==> config.mk <==
export PLATFORM = sky130hd
export DESIGN_NAME = countdown_timer_flat
export DESIGN_NICKNAME = d
export VERILOG_FILES = /design/src/rtl/countdown_timer_if.sv /design/src/rtl/countdown_timer.sv /design/src/flat_wrapper.sv
export SDC_FILE = /design/constraint.sdc
export NUM_CORES = 1
export LEC_CHECK = 0
export CORE_MARGIN = 5
export CORE_UTILIZATION = 30
export DETAILED_ROUTE_END_ITERATION = 10
export PLACE_DENSITY_LB_ADDON = 0.12
export SLEW_MARGIN = 20
export SYNTH_ARGS = -nofsm -noshare
export SYNTH_HDL_FRONTEND = slang
export SYNTH_SLANG_ARGS = --single-unit
export TNS_END_PERCENT = 20
==> constraint.sdc <==
create_clock -name clk -period 2.4 [get_ports clk]
set_input_delay 0.24 -clock clk [delete_from_list [all_inputs] [get_ports clk]]
set_output_delay 0.24 -clock clk [all_outputs]
set_load 0.02 [all_outputs]
==> src/rtl/countdown_timer_if.sv <==
// Load handshake bundle for countdown_timer.
//   load_valid  master -> slave  load request
//   load_value  master -> slave  value to load (WIDTH bits)
//   load_ready  slave  -> master high while the timer can accept a load
interface countdown_timer_if #(
  parameter int WIDTH = 8
);
  logic             load_valid;
  logic             load_ready;
  logic [WIDTH-1:0] load_value;

  modport master (output load_valid, output load_value, input load_ready);
  modport slave  (input load_valid, input load_value, output load_ready);
endinterface

==> src/rtl/countdown_timer.sv <==
// Loadable, prescaled down-counter with load handshake, start/pause/abort
// control, optional auto-reload and a one-cycle registered expiry pulse.
//   clk     rising-edge clock
//   res     synchronous active-high reset
//   ld      load handshake (countdown_timer_if slave modport)
//   start   begin counting, sampled only while a value is loaded
//   pause   level input, freezes counting while high
//   abort   return to IDLE from any state, clearing the count
//   reload  auto-reload enable, sampled at each expiry
//   y       current count (registered)
//   busy    high while counting or paused
//   done    one-cycle expiry pulse (registered)
module countdown_timer #(
  parameter int WIDTH    = 8,
  parameter int PRESCALE = 1
) (
  input  logic             clk,
  input  logic             res,
  countdown_timer_if.slave ld,
  input  logic             start,
  input  logic             pause,
  input  logic             abort,
  input  logic             reload,
  output logic [WIDTH-1:0] y,
  output logic             busy,
  output logic             done
);

  localparam int PC_W = (PRESCALE > 1) ? $clog2(PRESCALE) : 1;
  localparam logic [PC_W-1:0] PC_LAST = PC_W'(PRESCALE - 1);

  typedef enum logic [1:0] {IDLE, LOADED, RUN, PAUSE} state_t;

  state_t           state, state_n;
  logic [WIDTH-1:0] y_n;
  logic [WIDTH-1:0] preset, preset_n;
  logic [PC_W-1:0]  pc, pc_n;
  logic             done_n;
  logic             count_en;

  assign ld.load_ready = (state == IDLE) || (state == LOADED);
  assign busy          = (state == RUN)  || (state == PAUSE);

  // NOTE: every signal assigned in always_comb gets a default first, so no
  // path can leave it unassigned and infer a latch.
  always_comb begin
    state_n  = state;
    y_n      = y;
    preset_n = preset;
    pc_n     = pc;
    done_n   = 1'b0;
    count_en = 1'b0;

    if (abort && state != IDLE) begin
      state_n = IDLE;
      y_n     = '0;
      pc_n    = '0;
    end else begin
      unique case (state)
        IDLE, LOADED: begin
          // A load always wins over a start sampled in the same cycle.
          if (ld.load_valid) begin
            y_n      = ld.load_value;
            preset_n = ld.load_value;
            state_n  = LOADED;
          end else if (state == LOADED && start) begin
            if (y != '0) begin
              state_n = RUN;
              pc_n    = '0;
            end else begin
              // Zero load expires immediately; the count never wraps.
              done_n  = 1'b1;
              state_n = IDLE;
            end
          end
        end
        RUN: begin
          if (pause) state_n = PAUSE;
          else       count_en = 1'b1;
        end
        PAUSE: begin
          // The resume cycle counts, so each cycle with pause high delays
          // expiry by exactly one cycle.
          if (!pause) begin
            state_n  = RUN;
            count_en = 1'b1;
          end
        end
        default: state_n = IDLE;
      endcase
    end

    if (count_en) begin
      if (pc != PC_LAST) begin
        pc_n = pc + 1'b1;
      end else begin
        pc_n = '0;
        if (y > WIDTH'(1)) begin
          y_n = y - WIDTH'(1);
        end else begin
          done_n = 1'b1;
          if (reload) begin
            y_n = preset;
          end else begin
            y_n     = '0;
            state_n = IDLE;
          end
        end
      end
    end
  end

  // NOTE: sequential state uses non-blocking assignments so every register
  // samples the pre-edge values regardless of statement order.
  always_ff @(posedge clk) begin
    if (res) begin
      state  <= IDLE;
      y      <= '0;
      preset <= '0;
      pc     <= '0;
      done   <= 1'b0;
    end else begin
      state  <= state_n;
      y      <= y_n;
      preset <= preset_n;
      pc     <= pc_n;
      done   <= done_n;
    end
  end

endmodule

==> src/flat_wrapper.sv <==
// flat-port wrapper written by rule: the top's interface ports become plain ports
module countdown_timer_flat 
#(
  parameter int WIDTH    = 8,
  parameter int PRESCALE = 1
)
  (clk, res, start, pause, abort, reload, y, busy, done, ld_load_valid, ld_load_value, ld_load_ready);
  countdown_timer_if #(.WIDTH(WIDTH)) ld_i ();
  input  logic clk;
  input  logic res;
  input  logic start;
  input  logic pause;
  input  logic abort;
  input  logic reload;
  output logic [WIDTH-1:0] y;
  output logic busy;
  output logic done;
  input wire logic [$bits(ld_i.load_valid)-1:0] ld_load_valid;
  input wire logic [$bits(ld_i.load_value)-1:0] ld_load_value;
  output wire logic [$bits(ld_i.load_ready)-1:0] ld_load_ready;
  assign ld_i.load_valid = ld_load_valid;
  assign ld_i.load_value = ld_load_value;
  assign ld_load_ready = ld_i.load_ready;
  countdown_timer #(.WIDTH(WIDTH), .PRESCALE(PRESCALE)) u_core (.clk(clk), .res(res), .ld(ld_i), .start(start), .pause(pause), .abort(abort), .reload(reload), .y(y), .busy(busy), .done(done));
endmodule
==> results by group <==
Timing
  • Slew Viols, Final: 0
  • Hold Fails Final Rpt: 0
  • Min Hold Slack: ~460 ps
  • Measured slew at the worst slew-check pin: 794 ps
  • Slew HR: ~47%
  • Total negative slack: 0 ps
  • Clock Skews: between 9 and 10 ps
  • Tmin final: a little over 2000 ps
  • Tcrit/Tclk final: between 80% and 90%
  • RSZ-0062 raised after global routing: no
  • Fmax: approximately 480 MHz
  • # setup viols final: 0

Clock tree
  • Post_cts resized: 0
  • CTS tree: built
  • CTS H-tree lvls: 1
  • Hold_buf cts: 0
  • Skew-Pair Late Insertion Delay: ~310 ps
  • Post-CTS setup buffers: 0
  • Clock transition at the registers of the reported paths: approximately 120 ps
  • Clk root buf: clkbuf_4
  • CTS Buf Count: 3
  • Bufs on Longest Clock Path: 2
  • Clk sinks: 19

Synth
  • Mean Syn Cell Area: roughly 7.7 µm²
  • Post-Syn Area: 1080 µm²
  • Ys Warns: 0
  • Post-synthesis sequential area ratio: a little over a third
  • Post-synthesis instance total: between 100 and 150
  • Syn Nets: around 160
  • Register bit total from synthesis: 19
  • Synth cell types: 35

Global route
  • Antenna violations before repair: 0
  • Largest net degree at the start of global routing: 20
  • Total congestion overflow: 0
  • All-Layer GR Usage: about an eighth
  • Vias in the first global route: 1103
  • First-pass GRT wire length: approximately 5.3 mm

Floorplanning
  • Die Ht: 70.1 µm
  • Row count: 21
  • Core ar.: ~3400 µm²
  • Initial Util: 31.8%
  • Die ar.: between 4000 and 5000 µm²
  • DIE WIDTH: 70.1 µm
  • IO Pins: 26

Critical path
  • Sequence of cells on the critical path: inv_1 -> ha_1 -> nor2_1 -> a2111oi_0 -> a311o_2 -> a311oi_1
  • CP delay by family, top: compound AO/OA/AOI/OAI gates
  • Worst Setup End Kind: flop
  • Buf/Inv on CP: 1
  • R2r setup slk: 330 ps
  • CP max-delay cell: dfxtp_1
  • Worst EP arrival: 2280 ps
  • CP Launch Type: flop
  • Data required, critical path: between 2000 and 3000 ps
  • R2R Path End: u_core.y[3]$_SDFFE_PP0P_
  • CP Max Fanout: 7
  • Worst R2R Start: u_core.y[0]$_SDFFE_PP0P_
  • Max incr delay on CP: between 400 and 500 ps
  • FF-to-FF path depth: 6
  • CP Class: flop to flop

Min path
  • HP Start: u_core.preset[1]$_SDFFE_PP0P_
  • Hold Path Sink: u_core.preset[1]$_SDFFE_PP0P_
  • HP Class: flop to flop
  • Hold Crit Depth: 2

Route
  • DR iter-0 viols: just over 80
  • Vias per cell: between 5 and 6
  • Routed WL: approximately 3.1 mm
  • Final ANT Viol Nets: 0
  • # DRC: 0
  • Pre-antenna DRT Iters: 4
  • Post-DR wirelength/cell: around 15 µm
  • Vias: about 1200

Power and ir drop
  • Worst vdd ir: roughly 220 µV
  • Leak: ~0.48 nW
  • Pwr per Cell Area: between 500 and 600 nW/µm²

Job
  • Max-cap violations: 0

Finish
  • Area Growth Syn to Fin: 29.1%
  • Filler cells: between 300 and 400
  • Ant. Diodes: 0
  • Fraction of layout instances using a drive strength above 1: ~7.4%
  • Post-layout util: roughly 41%
  • Final net count: around 180

Placed design
  • Input/output buffers: 25
  • Placer Congestion: 0.920
  • Dpl hpwl: roughly 2.3 mm

Status
  • Run status: completed
-- routing by layer --
| metal | share of wire (%) | wire [µm] | up-vias | global-route usage [%] |
|---|---|---|---|---|
| met3 | 5.4 | 168 | 4 | 2.30 |
| met1 | 50 | 1560 | 537 | 17.9 |
| met4 | 1.9 | 59 | 0 | 5.74 |
| li1 | - | - | 577 | - |
| met5 | 0 | 0 | - | 0 |
| met2 | 43 | 1330 | 35 | 20.5 |
-- where the power goes --
group / total, mW / switching (mW) / leakage [nW] / internal, mW
sequential: 0.365 / 0.0276 / 0.156 / 0.338
clock: 0.174 / 0.109 / 0.0150 / 0.0649
combinational: 0.240 / 0.135 / 0.306 / 0.106
total: 0.780 / 0.271 / 0.477 / 0.508
-- per-stage QoR --
stage	total power, mW	std cells	setup WS, ps	cell area [µm²]
floorplan	0.519	140	460	1080
global placement	0.611	204	427	1370
detailed placement	0.610	204	397	1370
CTS	0.785	208	348	1400
global route	0.825	208	129	1400
finish	0.780	208	332	1400
-- state kept, by name (all words and copies together) (netlist names) --
signal	flops
u_core.preset	8
u_core.y	8
u_core.state	2
u_core.done	1
-- Yosys cell counts --
| library cell | n | area, µm² |
|---|---|---|
| a2111oi_0 | 3 | 26.3 |
| a211oi_1 | 1 | 7.51 |
| a21oi_1 | 9 | 45.0 |
| a2bb2oi_1 | 1 | 8.76 |
| a311o_1 | 2 | 20.0 |
| a311o_2 | 1 | 11.3 |
| a311oi_1 | 6 | 52.6 |
| a311oi_2 | 1 | 15.0 |
| a31oi_1 | 2 | 12.5 |
| a41oi_1 | 2 | 17.5 |
| and3_1 | 1 | 6.26 |
| clkbuf_1 | 9 | 33.8 |
| dfxtp_1 | 19 | 380 |
| ha_1 | 3 | 37.5 |
| inv_1 | 5 | 18.8 |
| nand2_1 | 24 | 90.1 |
| nand2b_1 | 1 | 6.26 |
| nand3_1 | 2 | 10.0 |
| nand4_1 | 2 | 12.5 |
| nor2_1 | 12 | 45.0 |
| nor3_1 | 5 | 25.0 |
| nor3b_1 | 2 | 15.0 |
| nor4_1 | 4 | 25.0 |
| o211ai_1 | 1 | 7.51 |
| o21a_1 | 2 | 15.0 |
| o21ai_0 | 7 | 35.0 |
| o221a_2 | 1 | 11.3 |
| o31ai_1 | 2 | 15.0 |
| o41a_1 | 1 | 11.3 |
| or2_2 | 2 | 12.5 |
| or3_1 | 3 | 18.8 |
| or3b_2 | 1 | 8.76 |
| or4_1 | 1 | 7.51 |
| or4_4 | 1 | 11.3 |
| xor2_1 | 1 | 8.76 |
-- worst max-delay path by stage --
stage / startpoint / slack (ps) / cells past startpoint / to
after detailed placement: u_core.y[0]$_SDFFE_PP0P_ / 400 / 6 / u_core.y[3]$_SDFFE_PP0P_
final: u_core.y[0]$_SDFFE_PP0P_ / 330 / 6 / u_core.y[3]$_SDFFE_PP0P_
after CTS: u_core.y[0]$_SDFFE_PP0P_ / 350 / 6 / u_core.y[3]$_SDFFE_PP0P_
after global routing: u_core.y[0]$_SDFFE_PP0P_ / 130 / 6 / u_core.y[3]$_SDFFE_PP0P_
after global placement: abort / 430 / 5 / u_core.state[1]$_SDFF_PP0_
after floorplan: u_core.y[0]$_SDFFE_PP0P_ / 460 / 4 / u_core.y[5]$_SDFFE_PP0P_
-- final cells by class --
| class | count | area, µm² | area share, % |
|---|---|---|---|
| multi-input combinational | 107 | 652 | 46.6 |
| sequential | 19 | 380 | 27.2 |
| timing repair buffer | 27 | 265 | 18.9 |
| tap | 46 | 57.6 | 4.11 |
| clock buffer | 4 | 26.3 | 1.88 |
| inverter | 5 | 18.8 | 1.34 |
-- cells in the final DEF (no fill, tap or decap), types with 3 or more instances in the layout --
cell type / synthesis / layout
dfxtp_1: 19 / 19
nand2_1: 24 / 24
o21ai_0: 7 / 7
inv_1: 5 / 5
clkbuf_4: 0 / 3
or3_1: 3 / 3
a311oi_1: 6 / 6
nor4_1: 4 / 4
nor3_1: 5 / 5
nor2_1: 12 / 12
ha_1: 3 / 3
a2111oi_0: 3 / 3
a21oi_1: 9 / 9
clkdlybuf4s50_1: 0 / 25
-- worst min-delay path: stages (launching register included) --
cell and delay [ps]:
dfxtp_1 330, nand2_1 50, a21oi_1 50
-- cells by family after synthesis --
family | Yosys count | synth area share, %
DFF | 19 | 35.1
AOI/OAI and AO/OA | 42 | 28.7
xor gates and xnor gates | 1 | 0.808
adders and majority gates | 3 | 3.46
buffers and inverters | 14 | 4.84
and+or+nand+nor | 61 | 27.1
(Power assumes the default switching activity.)
